$ cat config.mk
export PLATFORM = sky130hd
export DESIGN_NAME = dfe_tap_load_ctrl
export DESIGN_NICKNAME = d
export VERILOG_FILES = /design/src/rtl/dfe_ctrl_pkg.sv /design/src/rtl/dfe_cycle_counter.sv /design/src/rtl/dfe_tap_load_ctrl.sv
export SDC_FILE = /design/constraint.sdc
export NUM_CORES = 1
export LEC_CHECK = 0
export CAP_MARGIN = 40
export CORE_UTILIZATION = 45
export CTS_CLUSTER_SIZE = 8
export DETAILED_ROUTE_END_ITERATION = 8
export PLACE_DENSITY = 0.9
export SYNTH_ARGS = -nofsm -noshare
export SYNTH_HDL_FRONTEND = slang
export SYNTH_SLANG_ARGS = --single-unit
$ cat constraint.sdc
create_clock -name clk -period 3.3 [get_ports clk]
set_input_delay 0.33 -clock clk [delete_from_list [all_inputs] [get_ports clk]]
set_output_delay 0.33 -clock clk [all_outputs]
set_load 0.01 [all_outputs]
$ cat src/rtl/dfe_ctrl_pkg.sv
// Shared types for the DFE tap-load controller: FSM state encoding, default
// tap count and the tap word field layout.
package dfe_ctrl_pkg;

  localparam int DEF_NUM_TAPS = 5;

  localparam int TAP_MANT_MSB  = 31;
  localparam int TAP_MANT_LSB  = 16;
  localparam int TAP_SHIFT_MSB = 15;
  localparam int TAP_SHIFT_LSB = 0;

  typedef struct packed {
    logic [TAP_MANT_MSB-TAP_MANT_LSB:0]   mant;
    logic [TAP_SHIFT_MSB-TAP_SHIFT_LSB:0] shift;
  } tap_word_t;

  typedef enum logic [2:0] {
    ST_IDLE,
    ST_FETCH,
    ST_WAIT,
    ST_LOAD,
    ST_SETTLE,
    ST_HANDOFF,
    ST_RUN,
    ST_ERR
  } dfe_state_e;

endpackage

$ cat src/rtl/dfe_cycle_counter.sv
// Loadable down-counter with terminal-count flag; shared by the memory-latency,
// settle and handoff-timeout phases of the tap-load sequence.
module dfe_cycle_counter #(
  parameter int W = 8
) (
  input  logic         clk,
  input  logic         rstn,
  input  logic         load,
  input  logic [W-1:0] load_val,
  input  logic         dec,
  output logic         tc
);

  logic [W-1:0] cnt_q;

  always_ff @(posedge clk or negedge rstn) begin
    if (!rstn) begin
      cnt_q <= '0;
    end else if (load) begin
      cnt_q <= load_val;
    end else if (dec && (cnt_q != '0)) begin
      cnt_q <= cnt_q - 1'b1;
    end
  end

  assign tc = (cnt_q == '0);

endmodule

$ cat src/rtl/dfe_tap_load_ctrl.sv
// Sequences pulse-response taps from coefficient memory into the DFE, then
// hands off to live sample traffic once the DFE reports its load complete.
//
// state   | meaning
// IDLE    | waiting for start
// FETCH   | one-cycle memory read strobe for tap idx
// WAIT    | memory latency, capture word on last cycle
// LOAD    | one-cycle DFE write of tap idx
// SETTLE  | repeat last tap write SETTLE_PULSES times
// HANDOFF | wait for dfe_done, bounded by TIMEOUT
// RUN     | samples pass through; terminal until reset
// ERR     | dfe_done timed out; start retries
module dfe_tap_load_ctrl
  import dfe_ctrl_pkg::*;
#(
  parameter int NUM_TAPS      = DEF_NUM_TAPS,
  parameter int ADDR_W        = 8,
  parameter int DATA_W        = 64,
  parameter int MEM_LAT       = 2,
  parameter int SETTLE_PULSES = 2,
  parameter int TIMEOUT       = 64
) (
  input  logic              clk,
  input  logic              rstn,
  input  logic              start,
  input  logic [ADDR_W-1:0] base_addr,
  output logic              mem_rd_en,
  output logic [ADDR_W-1:0] mem_addr,
  input  logic [DATA_W-1:0] mem_rd_data,
  output logic              load_mem,
  output logic [7:0]        location,
  output logic [DATA_W-1:0] mem_data,
  input  logic              dfe_done,
  input  logic              sample_valid_in,
  output logic              sample_valid_out,
  output logic              busy,
  output logic              ready,
  output logic              err
);

  localparam int CNT_MAX_A = (TIMEOUT > MEM_LAT) ? TIMEOUT : MEM_LAT;
  localparam int CNT_MAX   = (CNT_MAX_A > SETTLE_PULSES) ? CNT_MAX_A : SETTLE_PULSES;
  localparam int CNT_W     = $clog2(CNT_MAX + 1);

  localparam logic [7:0]       LAST_IDX   = 8'(NUM_TAPS - 1);
  localparam logic [CNT_W-1:0] LAT_LOAD   = CNT_W'(MEM_LAT - 1);
  localparam logic [CNT_W-1:0] SET_LOAD   = CNT_W'(SETTLE_PULSES - 1);
  localparam logic [CNT_W-1:0] TOUT_LOAD  = CNT_W'(TIMEOUT - 1);

  dfe_state_e        state_q, state_d;
  logic [ADDR_W-1:0] base_q;
  logic [7:0]        idx_q;
  logic [7:0]        loc_q;
  logic [DATA_W-1:0] data_q;

  logic              cnt_load;
  logic [CNT_W-1:0]  cnt_val;
  logic              cnt_dec;
  logic              cnt_tc;
  logic              latch_base;
  logic              capture;
  logic              idx_inc;

  dfe_cycle_counter #(.W(CNT_W)) u_cnt (
    .clk      (clk),
    .rstn     (rstn),
    .load     (cnt_load),
    .load_val (cnt_val),
    .dec      (cnt_dec),
    .tc       (cnt_tc)
  );

  always_ff @(posedge clk or negedge rstn) begin
    if (!rstn) begin
      state_q <= ST_IDLE;
    end else begin
      state_q <= state_d;
    end
  end

  always_comb begin
    state_d    = state_q;
    cnt_load   = 1'b0;
    cnt_val    = '0;
    cnt_dec    = 1'b0;
    latch_base = 1'b0;
    capture    = 1'b0;
    idx_inc    = 1'b0;
    case (state_q)
      ST_IDLE, ST_ERR: begin
        if (start) begin
          latch_base = 1'b1;
          state_d    = ST_FETCH;
        end
      end
      ST_FETCH: begin
        cnt_load = 1'b1;
        cnt_val  = LAT_LOAD;
        state_d  = ST_WAIT;
      end
      ST_WAIT: begin
        if (cnt_tc) begin
          capture = 1'b1;
          state_d = ST_LOAD;
        end else begin
          cnt_dec = 1'b1;
        end
      end
      ST_LOAD: begin
        idx_inc = 1'b1;
        if (idx_q < LAST_IDX) begin
          state_d = ST_FETCH;
        end else if (SETTLE_PULSES == 0) begin
          cnt_load = 1'b1;
          cnt_val  = TOUT_LOAD;
          state_d  = ST_HANDOFF;
        end else begin
          cnt_load = 1'b1;
          cnt_val  = SET_LOAD;
          state_d  = ST_SETTLE;
        end
      end
      ST_SETTLE: begin
        if (cnt_tc) begin
          cnt_load = 1'b1;
          cnt_val  = TOUT_LOAD;
          state_d  = ST_HANDOFF;
        end else begin
          cnt_dec = 1'b1;
        end
      end
      ST_HANDOFF: begin
        // dfe_done wins over a coincident start and over the last timeout cycle
        if (dfe_done) begin
          state_d = ST_RUN;
        end else if (cnt_tc) begin
          state_d = ST_ERR;
        end else begin
          cnt_dec = 1'b1;
        end
      end
      ST_RUN: begin
        state_d = ST_RUN;
      end
      default: begin
        state_d = ST_IDLE;
      end
    endcase
  end

  always_ff @(posedge clk or negedge rstn) begin
    if (!rstn) begin
      base_q <= '0;
      idx_q  <= '0;
      loc_q  <= '0;
      data_q <= '0;
    end else begin
      if (latch_base) begin
        base_q <= base_addr;
        idx_q  <= '0;
      end else if (idx_inc) begin
        idx_q <= idx_q + 8'd1;
      end
      // location and word update together on LOAD entry and hold through SETTLE
      if (capture) begin
        data_q <= mem_rd_data;
        loc_q  <= idx_q;
      end
    end
  end

  assign mem_addr         = base_q + ADDR_W'(idx_q);
  assign mem_rd_en        = (state_q == ST_FETCH);
  assign load_mem         = (state_q == ST_LOAD) || (state_q == ST_SETTLE);
  assign location         = loc_q;
  assign mem_data         = data_q;
  assign busy             = (state_q == ST_FETCH) || (state_q == ST_WAIT) ||
                            (state_q == ST_LOAD)  || (state_q == ST_SETTLE) ||
                            (state_q == ST_HANDOFF);
  assign ready            = (state_q == ST_RUN);
  assign err              = (state_q == ST_ERR);
  assign sample_valid_out = (state_q == ST_RUN) && sample_valid_in;

endmodule

==> out/qor.yml, run 1 <==
outcome:
  outcome: "complete, no violations"
worst_setup_path:
  r2r_start: "state_q[1]$_DFFE_PN0P_"
  cp_slowest_cell: "clkdlybuf4s50_1"
  r2r_cells: 4
  reg2reg_setup_slack_ps: 800
  critPathKind: "flop to output port"
  crit_family: "buffers and inverters"
  worstPathCellList: "ha_1, inv_1, fa_1, nor2b_1, o21a_1, o2111ai_1, o211ai_1, clkdlybuf4s50_1"
  cp_max_fo: 5
  cp_data_arrival_time_ps: 2600
  cpPeakStageDelay_ps: 570
  cp-end-kind: "output port"
  startpoint_type: "flop"
  required_ps: 2970
  critPathBufInv: 2
  r2r_end: "mem_data[9]$_DFFE_PN0P_"
detailed_routing:
  wl_per_cell_um: 17.2
  wirelength_um: 11200
  num_vias: 3348
  first_pass_iters: 4
  drt_iter0_markers: 144
  ant_nets: 0
  remaining_drc_errors: 0
  via_per_inst: 5.14
synth:
  synth_edf_count: 0
  avgSynthCellArea_um2: 13.7
  yosys_warnings: 0
  ys_ff_latch: 98
  synth_top_area_share_pct: 51.1
  async_reset_ff_share_pct: 100
  synth_cells: 350
  synth_area_leaders: "dfrtp_1 51%, mux2_4 21%, buf_12 3.3%, ha_1 2.6%, mux2_2 2.6%"
  synthesis.area_um2: 4800
  yosysSeqAreaShare_pct: 51.1
  syn_nets: 438
  synth.largest_area_cell: "dfrtp_1"
  yosys.cell_types.count: 50
  yosysMostFrequentCell: "dfrtp_1"
  synth_ff_type: "dfrtp_1"
  synth_common_cells: "98 x dfrtp_1, 68 x mux2_4, 16 x nor2_1"
cts:
  ctsResizeCount: 0
  cts.sinks: 98
  cts_post_setup_buffers_inserted: 0
  clock-root-buffer: "clkbuf_8"
  htreeDepth: 3
  cts_tree: "yes"
  clockBufferDepth: 2
  cts_buffers: 9
  insertion_delay_ps: 360
  clk_pin_slew_ps: 100
  hold_buffers: 1
global_route:
  grt_pass1_vias: 3462
  use_met3_pct: 4.82
  grt_overflow: 0
  use_met2_pct: 34.4
  grt_pass1_wl_um: 17900
  grtUsageTotal_pct: 20.7
  grt_start_max_net_pins: 90
  grt_use_met1_pct: 26.7
  antenna_found_initial: 0
  busiest_layer: "met2"
sta:
  skew_ps: 10.1
  final.min_clock_period_ps: 2930
  hold_violations: 0
  worst_slew_pin_slew_ps: 742
  slew_headroom_pct: 50.3
  setup_viol: 0
  fin_crit_sh_pct: 88.7
  tns_ps: 0
  timing.fmax_mhz: 342
  maxSlewViolCount: 0
  finalWorstSetupSlack_ps: 373
  rsz0062_at_grt: "no"
die:
  start_util_pct: 46.5
  fp.dieH_um: 105
  coreArea_um2: 10300
  dieArea_um2: 11100
  rows: 37
  io-pin-count: 163
  die_w_um: 105
run:
  maxCapViolCount: 0
placed_design:
  place_ws_ps: 781
  numPortBuffers: 162
  hpwl_um: 8120
  gp_congestion: 0.789
cells_and_area:
  antenna_cells: 0
  multi_input_area_um2: 2110
  nets: 598
  seq_area_um2: 2450
  area_delta_synth_final_pct: 38.9
  drive_gt1_share_pct: 20.0
  fin_util_pct: 64.6
  fillers: 735
min_path:
  hold_class: "primary input to async pin"
power:
  power.switching_mw: 2.01
  p_comb_share_pct: 49.8
  leakage_nw: 3.05
  max-vdd-ir-drop_mv: 0.456
  internal-power_mw: 4.05
  finalPower_mw: 6.06
  clock_power_share_pct: 14.4
  power.density_nw_per_um2: 909
  seqPwrFrac_pct: 35.9
  switching_share_pct: 33.2
==> logic make-up (layout without fill, tap and decap cells) <==
logic type	Yosys count	count (layout)	share of synthesized area [%]
flip-flops	98	98	51.1
multiplexers	79	79	23.9
AND/OR/NAND/NOR	76	76	8.52
AO/OA/AOI/OAI	46	46	6.31
buffers and inverters	28	193	5.00
XOR/XNOR	12	12	2.19
adder cells (fa/ha/maj)	11	11	3.02
==> cells in the final DEF (no fill, tap or decap), types with 2 or more instances in the layout <==
master           instances
clkdlybuf4s50_1        161
dfrtp_1                 98
mux2_4                  68
nor2_1                  16
nor3_1                  13
inv_1                   12
a21oi_1                 12
nand2_1                 12
mux2_2                  11
o21ai_0                 10
ha_1                    10
clkbuf_8                 9
xnor2_1                  8
nand3_1                  5
and3_1                   4
o21a_1                   4
xor2_1                   4
nor4_1                   4
nand2b_1                 3
or3_1                    3
nand4_1                  3
nor2b_1                  2
a211oi_1                 2
o211ai_1                 2
or3_4                    2
or3b_1                   2
or3b_2                   2
nor3b_1                  2
o31ai_1                  2
clkinv_4                 2
bufinv_16                2
inv_6                    2
buf_12                   2
==> per-layer routing <==
metal / vias up / wire length [um]
li1: 1573 / -
met1: 1622 / 4980
met2: 139 / 5400
met3: 14 / 693
met4: 0 / 113
met5: - / 0
==> power by group through the flow <==
stage | Combinational (mW) | Clock, mW | Sequential, mW
after floorplan | 1.45 | 0 | 2.26
after global placement | 2.94 | 0 | 2.13
after detailed placement | 3.02 | 0 | 2.19
after CTS | 3.04 | 0.897 | 2.17
after global routing | 3.22 | 0.949 | 2.23
final | 3.02 | 0.871 | 2.17
==> area by class of cell <==
class | count | share of cell area, %
flip-flops and latches | 98 | 36.8
multi-input cells | 224 | 31.6
repair buffers | 165 | 25.0
well taps | 136 | 2.55
clock buffers | 9 | 1.86
clock inverters | 7 | 1.50
inverters | 12 | 0.676
==> worst reg2reg max path, delay by kind of cell, from the launching register on <==
kind / cells / cell delay, ps
DFF: 1 / 690
buffers and inverters: 1 / 340
and+or+nand+nor: 2 / 1010
muxes: 1 / 360
==> how the worst max path moves through the flow <==
| stage | to | slack, ps | cells after the start | from |
|---|---|---|---|---|
| 2_1_floorplan | location[0]$_DFFE_PN0P_ | 1250 | 7 | u_cnt.cnt_q[0]$_DFFE_PN0P_ |
| 3_3_place_gp | mem_addr[6] | 860 | 8 | idx_q[0]$_DFFE_PN0P_ |
| 3_5_place_dp | mem_addr[6] | 780 | 8 | idx_q[0]$_DFFE_PN0P_ |
| 4_1_cts | mem_addr[6] | 350 | 8 | idx_q[0]$_DFFE_PN0P_ |
| 5_1_grt | mem_addr[6] | 200 | 8 | idx_q[0]$_DFFE_PN0P_ |
| 6_report | mem_addr[6] | 370 | 8 | idx_q[0]$_DFFE_PN0P_ |
==> flip-flops by register name (all words and copies together), names as in the netlist <==
| register | cells |
|---|---|
| mem_data | 64 |
| base_q | 8 |
| idx_q | 8 |
| location | 8 |
| u_cnt.cnt_q | 7 |
| state_q | 3 |
==> through the flow <==
stage / instance area (um^2) / hold WS [ps] / instances
after global routing: 6670 / 322 / 651
after global placement: 6430 / 175 / 634
after floorplan: 4800 / 34.4 / 350
final: 6670 / 321 / 651
after CTS: 6670 / 304 / 651
after detailed placement: 6430 / 176 / 634
(Power assumes the default switching activity.)
==> inputs of run 2 (changes only) <==
--- a/config.mk
+++ b/config.mk
@@ -6,10 +6,11 @@
 export NUM_CORES = 1
 export LEC_CHECK = 0
 export CAP_MARGIN = 40
-export CORE_UTILIZATION = 45
+export CORE_MARGIN = 2
+export CORE_UTILIZATION = 30
 export CTS_CLUSTER_SIZE = 8
 export DETAILED_ROUTE_END_ITERATION = 8
-export PLACE_DENSITY = 0.9
+export PLACE_DENSITY = 0.68
 export SYNTH_ARGS = -nofsm -noshare
 export SYNTH_HDL_FRONTEND = slang
 export SYNTH_SLANG_ARGS = --single-unit
==> run 2 against run 1 <==
Effect of this change: setup slack better by 42 ps; clock skew down 0.70 ps; critical path depth unchanged; routed wire length down 1.2%; die area up 54%; largest power group unchanged.
==> out/qor.yml, run 2 (synthesized netlist as in run 1, its figures left out) <==
outcome:
  outcome: "complete, no violations"
die:
  start_util_pct: 30.4
  coreArea_um2: 15800
  fp.dieH_um: 130
  dieArea_um2: 17000
  rows: 46
  io-pin-count: 163
  die_w_um: 130
cts:
  insertion_delay_ps: 350
  clockBufferDepth: 2
  clk_pin_slew_ps: 70
  cts_buffers: 9
  clock-root-buffer: "clkbuf_16"
  cts_tree: "yes"
  cts_post_setup_buffers_inserted: 0
  htreeDepth: 3
  cts.sinks: 98
worst_setup_path:
  critPathBufInv: 2
  worstPathCellList: "ha_1, inv_1, fa_1, nor2b_1, o21a_1, o2111ai_1, o211ai_1, clkdlybuf4s50_1"
  cp.depth: 8
  cp_data_arrival_time_ps: 2560
  required_ps: 2970
  cp-end-kind: "output port"
  r2r_cells: 4
  critPathKind: "flop to output port"
  startpoint_type: "flop"
  cp_slowest_cell: "clkdlybuf4s50_1"
  cp_max_fo: 5
  cpPeakStageDelay_ps: 560
  crit_family: "buffers and inverters"
detailed_routing:
  top_layer: "met4"
  wirelength_um: 11100
  remaining_drc_errors: 0
  wl_per_cell_um: 15.1
  num_vias: 3334
  wl_met3_um: 747
  drt_iter0_markers: 110
  via_per_inst: 4.55
  first_pass_iters: 4
  ant_nets: 0
  wl_met2_um: 5290
  drt-met1-wl_um: 4860
sta:
  rsz0062_at_grt: "no"
  worst_slew_pin_slew_ps: 757
  timing.fmax_mhz: 347
  slew_headroom_pct: 49.5
  final.min_clock_period_ps: 2890
  skew_ps: 9.45
  hold_violations: 0
  finalWorstSetupSlack_ps: 414
  tns_ps: 0
  setup_viol: 0
  fin_crit_sh_pct: 87.4
  maxSlewViolCount: 0
cells_and_area:
  final_cell_mix: "161 x clkdlybuf4s50_1, 98 x dfrtp_1, 68 x mux2_4"
  fin_cells: 733
  drive_gt1_share_pct: 20.1
  fillers: 1456
  fin_util_pct: 43.5
  largest_register_ffs: 64
  final_common_cell: "clkdlybuf4s50_1"
  nets: 600
  antenna_cells: 0
  area_delta_synth_final_pct: 42.8
  multi_input_area_um2: 2110
  seq_area_um2: 2450
global_route:
  grtUsageTotal_pct: 13.2
  grt_pass1_wl_um: 17600
  grt_overflow: 0
  grt_start_max_net_pins: 43
  grt_pass1_vias: 3453
  antenna_found_initial: 0
power:
  leakage_nw: 3.08
  max-vdd-ir-drop_mv: 0.394
  power.density_nw_per_um2: 905
  finalPower_mw: 6.20
placed_design:
  gp_congestion: 0.804
  post-place-cells: 716
  hpwl_um: 8060
  place_ws_ps: 775
  numPortBuffers: 162
run:
  maxCapViolCount: 0
min_path:
  hold_class: "primary input to async pin"
-- run 2: changes by cell type in the layout (fill, tap and decap cells not counted) --
cell        delta
inv_6          -1
clkbuf_1       +1
clkinv_2       +1
clkinv_4       -1
clkbuf_16      +9
clkinvlp_4     +1
bufinv_16      -1
buf_4          +2
clkbuf_8       -9
-- run 2: metal layers --
metal	up-vias	GRT usage, %
met5	-	0
met4	0	4.32
met3	10	4.03
met2	103	22.0
met1	1644	16.3
li1	1577	-
-- run 2: metrics by stage --
step | hold slack, ps | area, um^2
after detailed placement | 354 | 6550
final | 494 | 6850
after CTS | 508 | 6850
after global routing | 521 | 6850
after floorplan | 34.4 | 4800
after global placement | 476 | 6530
-- run 2: worst register-to-register path, cell delays in order, from the launching register on --
cell     delay, ps
dfrtp_1        660
or3b_1         430
or3_4          620
buf_12         360
mux2_4         370
-- run 2: worst paths after layout --
check                           slack (ps)               startpoint                        to
worst min register to register         490  location[1]$_DFFE_PN0P_   location[1]$_DFFE_PN0P_
max in group asynchronous             1960                     rstn  mem_data[31]$_DFFE_PN0P_
min in group clk                       490  location[1]$_DFFE_PN0P_   location[1]$_DFFE_PN0P_
worst min-delay path                   490                     rstn  mem_data[33]$_DFFE_PN0P_
worst max register to register         740   state_q[1]$_DFFE_PN0P_   location[0]$_DFFE_PN0P_
worst max-delay path                   410     idx_q[0]$_DFFE_PN0P_               mem_addr[6]
-- run 2: report_power, final --
part / switching (mW) / internal, mW / leakage (nW) / total, mW
combinational: 1.11 / 1.87 / 1.76 / 2.99
clock: 0.455 / 0.589 / 0.143 / 1.04
sequential: 0.423 / 1.75 / 1.18 / 2.17
-- run 2: repair_timing --
action,CTS,global route
gates resized for setup,0,0
hold buffers,1,0
hold endpoints to repair,41,0
-- run 2: cell type report --
| type | count | share of cell area, % |
|---|---|---|
| Inverter | 12 | 0.657 |
| Clock inverter | 6 | 0.949 |
| Clock buffer | 10 | 3.34 |
| Tap cell | 216 | 3.94 |
| Sequential cell | 98 | 35.8 |
| Multi-Input combinational cell | 224 | 30.7 |
| Timing Repair Buffer | 167 | 24.6 |
